File: config.mk
export PLATFORM = sky130hd
export DESIGN_NAME = mem_stall_controller
export DESIGN_NICKNAME = d
export VERILOG_FILES = /design/src/rtl/mem_stall_controller.sv
export SDC_FILE = /design/constraint.sdc
export NUM_CORES = 1
export LEC_CHECK = 0
export CELL_PAD_IN_SITES_DETAIL_PLACEMENT = 2
export CELL_PAD_IN_SITES_GLOBAL_PLACEMENT = 2
export CORE_MARGIN = 3
export CORE_UTILIZATION = 30
export CTS_CLUSTER_DIAMETER = 60
export DETAILED_ROUTE_END_ITERATION = 16
export PLACE_DENSITY = 0.9
export SLEW_MARGIN = 30
export SYNTH_ARGS = -nofsm -noshare
export SYNTH_HDL_FRONTEND = slang
export SYNTH_SLANG_ARGS = --single-unit
File: constraint.sdc
create_clock -name clk_i -period 2.6 [get_ports clk_i]
set_input_delay 0.39 -clock clk_i [delete_from_list [all_inputs] [get_ports clk_i]]
set_output_delay 0.39 -clock clk_i [all_outputs]
set_load 0.02 [all_outputs]
File: src/rtl/mem_stall_controller.sv
// mem_stall_controller
//   Data-memory stall controller for an in-order pipeline. A load or store in
//   the MEM stage freezes the whole pipeline while a multi-cycle memory access
//   runs (IDLE -> ACCESS -> DONE). Outside a freeze, the hazard unit's
//   load-use stall and taken-branch flush requests are turned into the
//   pipeline register write enables.
//
//   Ports
//     clk_i            clock, rising edge
//     rst_i            asynchronous active-high reset
//     mem_read_i       MEM-stage instruction is a load
//     mem_write_i      MEM-stage instruction is a store
//     mem_ready_i      memory has completed the request, mem_rdata_i valid
//     mem_rdata_i      memory read data
//     hazard_stall_i   load-use stall request
//     branch_flush_i   taken-branch flush request
//     mem_req_o        request to data memory (from state only)
//     pc_write_o, IF_ID_write_o, ID_EX_write_o, EX_MEM_write_o
//                      pipeline register write enables
//     stall_o          zero ID/EX control signals (bubble)
//     flush_o          clear IF/ID
//     rdata_q_o        captured load data for MEM/WB
//     bus_err_o        sticky access-timeout flag
//     stall_cycles_o   saturating count of frozen/stalled cycles
module mem_stall_controller #(
  parameter int DATA_W  = 32,
  parameter int TIMEOUT = 16
) (
  input  logic              clk_i,
  input  logic              rst_i,
  input  logic              mem_read_i,
  input  logic              mem_write_i,
  input  logic              mem_ready_i,
  input  logic [DATA_W-1:0] mem_rdata_i,
  input  logic              hazard_stall_i,
  input  logic              branch_flush_i,
  output logic              mem_req_o,
  output logic              pc_write_o,
  output logic              IF_ID_write_o,
  output logic              ID_EX_write_o,
  output logic              EX_MEM_write_o,
  output logic              stall_o,
  output logic              flush_o,
  output logic [DATA_W-1:0] rdata_q_o,
  output logic              bus_err_o,
  output logic [15:0]       stall_cycles_o
);

  localparam logic [1:0] S_IDLE   = 2'd0;
  localparam logic [1:0] S_ACCESS = 2'd1;
  localparam logic [1:0] S_DONE   = 2'd2;

  // Last wait count value before the access is declared dead.
  localparam logic [7:0] WAIT_LAST = 8'(TIMEOUT - 1);

  logic [1:0]        state_q, state_d;
  logic [7:0]        wait_cnt_q, wait_cnt_d;
  logic [DATA_W-1:0] rdata_q, rdata_d;
  logic              bus_err_q, bus_err_d;
  logic [15:0]       stall_cycles_q, stall_cycles_d;

  logic              mem_op_s;
  logic              freeze_s;

  assign mem_op_s = mem_read_i | mem_write_i;

  // Freeze starts combinationally in the IDLE cycle that sees the memory op,
  // so the instruction is held in MEM before the request is even issued.
  assign freeze_s = ((state_q == S_IDLE) && mem_op_s) || (state_q == S_ACCESS);

  // Next-state, wait counter, load data capture and timeout error.
  always_comb begin
    state_d    = state_q;
    wait_cnt_d = wait_cnt_q;
    rdata_d    = rdata_q;
    bus_err_d  = bus_err_q;
    case (state_q)
      S_IDLE: begin
        if (mem_op_s) begin
          state_d    = S_ACCESS;
          wait_cnt_d = 8'd0;
        end else begin
          state_d = S_IDLE;
        end
      end
      S_ACCESS: begin
        if (mem_ready_i) begin
          state_d = S_DONE;
          if (mem_read_i) begin
            rdata_d = mem_rdata_i;
          end else begin
            rdata_d = rdata_q;
          end
        end else if (wait_cnt_q == WAIT_LAST) begin
          // Access never completed: flag it and hand a zero word onward.
          state_d   = S_DONE;
          bus_err_d = 1'b1;
          rdata_d   = '0;
        end else begin
          wait_cnt_d = wait_cnt_q + 8'd1;
        end
      end
      S_DONE: begin
        state_d = S_IDLE;
      end
      default: begin
        state_d = S_IDLE;
      end
    endcase
  end

  // Pipeline control: freeze dominates, then load-use stall, then flush.
  always_comb begin
    pc_write_o     = 1'b1;
    IF_ID_write_o  = 1'b1;
    ID_EX_write_o  = 1'b1;
    EX_MEM_write_o = 1'b1;
    stall_o        = 1'b0;
    flush_o        = 1'b0;
    if (freeze_s) begin
      pc_write_o     = 1'b0;
      IF_ID_write_o  = 1'b0;
      ID_EX_write_o  = 1'b0;
      EX_MEM_write_o = 1'b0;
    end else if (hazard_stall_i) begin
      pc_write_o    = 1'b0;
      IF_ID_write_o = 1'b0;
      stall_o       = 1'b1;
    end else if (branch_flush_i) begin
      flush_o = 1'b1;
    end else begin
      flush_o = 1'b0;
    end
  end

  // Saturating count of cycles the pipeline did not advance normally.
  always_comb begin
    if ((freeze_s || stall_o) && (stall_cycles_q != 16'hFFFF)) begin
      stall_cycles_d = stall_cycles_q + 16'd1;
    end else begin
      stall_cycles_d = stall_cycles_q;
    end
  end

  // State registers with asynchronous reset.
  always_ff @(posedge clk_i or posedge rst_i) begin
    if (rst_i) begin
      state_q        <= S_IDLE;
      wait_cnt_q     <= 8'd0;
      rdata_q        <= '0;
      bus_err_q      <= 1'b0;
      stall_cycles_q <= 16'd0;
    end else begin
      state_q        <= state_d;
      wait_cnt_q     <= wait_cnt_d;
      rdata_q        <= rdata_d;
      bus_err_q      <= bus_err_d;
      stall_cycles_q <= stall_cycles_d;
    end
  end

  // mem_req follows state only, so reset drops it in the same cycle.
  assign mem_req_o      = (state_q == S_ACCESS);
  assign rdata_q_o      = rdata_q;
  assign bus_err_o      = bus_err_q;
  assign stall_cycles_o = stall_cycles_q;

endmodule

==> out/summary.txt <==
cells after synthesis = 213
most common cell after layout, fill and taps aside = clkdlybuf4s50_1
initial core utilization = 31.1%
leakage = 1.69 nW
antenna cells = 0
worst r2r path cells = 6
critical setup path kind = primary input to primary output
Worst Path Arrival = 2.12 ns
Vert. Die Dim = 98.6 microns
origin of the critical flop-to-flop path = wait_cnt_q[0]$_DFFE_PP0P_
Seq. cell area = 1480 sq um
P per Cell Area = 1110 nW/um^2
Setup violations, final = 0
Register-to-Register Setup Slack = 0.54 ns
post-synthesis net count = 254
Worst Setup End Kind = primary output
setup bufs post-CTS = 0
Setup Skew = 0.00656 ns
Die Wd = 98.6 microns
RSZ-0062 raised after global routing = false
Placed Cells = 409
run status = complete, no violations
Core ar. = 8260 sq um
post-layout util = 46.3%
DR pass1 iterations = 4
die area = 9710 sq um
most frequent cells in the layout = 91 x clkdlybuf4s50_1, 59 x dfrtp_1, 30 x a22o_1
layout cells sized above 1 = 11.6%
Sink Count = 59
Slew HR = 59.6%
fmax = 399 MHz
DRT antenna net count = 0
cell area after synthesis = 2570 sq um
FILL cells = 867
sequential-to-total area share from yosys stat = 57.4%
total gr overflow = 0
CP max FO = 4
Num CTS Buffers = 9
CP required = 2.21 ns
Multi-input gate area = 1000 sq um
Critical path origin = mem_write_i
Max Cap Viol = 0
Vias = 2,175
largest net degree at the start of global routing = 33
Distinct cells, synth = 43
Synth Area per Inst = 12.1 sq um
Seq pwr share = 37.9%
initial antenna violation count = 0
total I/O pin count = 95
CTS root buf = clkbuf_8
switch share = 38.2%
Slew @ Worst Pin = 0.591 ns
Clock transition at path regs = 0.07 ns
critical path startpoint category = primary input
synthesis warning total = 0
Hold Crit Class = primary input to asynchronous set/reset pin
WL final = 7720 microns
Buffers on Ports = 94
final net count = 356
Crit Reg-Reg Endpoint = wait_cnt_q[5]$_DFFE_PP0P_
fin cells = 425
Period minus WS final = 2.51 ns
Skew-Pair Late Insertion Delay = 0.33 ns
detail-routed net length per standard cell = 18.2 microns
Final Max Tran Viols = 0
Layout area overhead = 48.7%
worst vdd ir = 385 uV
Max clock buf depth = 2
Net Switching = 0.00162 W
Seq cells post-synth = 59
GPL Wtd Cong = 0.738
combinational power share = 43.8%
row cnt = 33
CTS tree = done
first-pass GRT wire length = 12,400 microns
DR iter-0 viols = 30
# DRC = 0
Int Pwr = 0.00261 W
DP HPWL = 5720 microns
end of the critical path = IF_ID_write_o
power share of the clock group = 18.3%
H-Tree Depth = 3
final hold vios = 0
Vias per Instance = 5.12
GRT Total Usage = 16.0%
period utilization = 96.5%
vias in the first global route = 2,399
-- metal layers --
metal | vias up | GRT usage [%] | part of all wire [%] | wire length, microns
met2 | 66 | 28.3 | 53 | 4110
met1 | 1102 | 19.4 | 42 | 3200
met5 | - | 0 | 0 | 0
li1 | 999 | - | - | -
met3 | 8 | 3.26 | 4.2 | 321
met4 | 0 | 5.15 | 1.1 | 85
-- through the flow --
step	hold slack [ns]	setup WS (ns)	cell area [sq um]	total power [W]	setup TNS [ns]
6_report	0.432	0.0913	3820	0.00423	0
5_1_grt	0.472	0.00851	3820	0.00447	0
4_1_cts	0.429	0.0634	3820	0.00429	0
3_5_place_dp	0.481	-0.0665	3630	0.00348	-0.0665
3_3_place_gp	0.458	-0.0106	3630	0.00338	-0.0106
2_1_floorplan	0.473	0.576	2570	0.00249	0
-- Yosys cell counts, drive strengths merged --
master | count | area [sq um]
a2bb2oi | 1 | 8.76
a21oi | 3 | 18.8
nor2 | 10 | 40.0
nand3 | 9 | 45.0
a31oi | 6 | 43.8
nand2 | 9 | 41.3
nor4 | 8 | 65.1
nand4 | 6 | 37.5
clkbuf | 4 | 16.3
and4 | 1 | 8.76
clkinv | 1 | 3.75
and3 | 2 | 12.5
and2 | 2 | 12.5
a21o | 1 | 7.51
or4 | 3 | 26.3
buf | 6 | 53.8
mux2i | 2 | 20.0
ha | 2 | 25.0
a22o | 32 | 283
nor3b | 1 | 7.51
xor2 | 14 | 123
nor3 | 7 | 35.0
o31ai | 2 | 28.8
o21ai | 6 | 30.0
or2 | 1 | 6.26
inv | 7 | 26.3
mux2 | 2 | 22.5
or3 | 1 | 6.26
nand2b | 2 | 12.5
nor4b | 2 | 17.5
dfrtp | 59 | 1480
a2111oi | 1 | 8.76
-- flip-flops by register name, summed over array words and instances (netlist names) --
| signal | flops |
|---|---|
| wait_cnt_q | 8 |
| bus_err_o | 1 |
| rdata_q_o | 32 |
| state_q | 2 |
| stall_cycles_o | 16 |
-- power groups by stage --
stage | Combinational [W] | Sequential [W] | Clock [W]
2_1_floorplan | 0.000548 | 0.00194 | 0
3_3_place_gp | 0.00181 | 0.00157 | 0
3_5_place_dp | 0.00187 | 0.00161 | 0
4_1_cts | 0.00189 | 0.00160 | 0.000803
5_1_grt | 0.00197 | 0.00165 | 0.000846
6_report | 0.00185 | 0.00160 | 0.000774
-- worst max-delay path, cell delays in order --
cell             delay (ns)
clkdlybuf4s50_1        0.39
or3_1                  0.45
a21oi_4                0.25
clkdlybuf4s50_1        0.64
-- worst min path at each step --
| stage | to | slack (ns) | cells after the start |
|---|---|---|---|
| after CTS | rdata_q_o[0]$_DFFE_PP0P_ | 0.43 | 2 |
| after global routing | rdata_q_o[0]$_DFFE_PP0P_ | 0.47 | 2 |
| after detailed placement | rdata_q_o[2]$_DFFE_PP0P_ | 0.48 | 1 |
| after global placement | bus_err_o$_DFFE_PP0P_ | 0.46 | 1 |
| after floorplan | wait_cnt_q[7]$_DFFE_PP0P_ | 0.47 | 1 |
| final | rdata_q_o[0]$_DFFE_PP0P_ | 0.43 | 2 |
-- logic make-up after synthesis --
family | Yosys count | share of synthesized area (%)
flops | 59 | 57.4
fa+ha+maj | 2 | 0.974
buf+inv | 18 | 3.89
mux | 4 | 1.66
simple gates | 64 | 14.6
compound gates | 52 | 16.7
xor+xnor | 14 | 4.77
-- layout make-up --
| class | count | area share [%] |
|---|---|---|
| sequential | 59 | 38.6 |
| multi-input combinational | 136 | 26.3 |
| timing repair buffer | 101 | 26.0 |
| clock buffer | 11 | 3.96 |
| tap | 105 | 3.44 |
| clock inverter | 5 | 0.949 |
| inverter | 8 | 0.786 |
-- timing repair --
item | in CTS | in global routing
setup endpoints to repair | 2 | 1
hold buffers | 0 | 0
gates resized for setup | 3 | 1
cloned | 0 | 0
(Power assumes the default switching activity.)
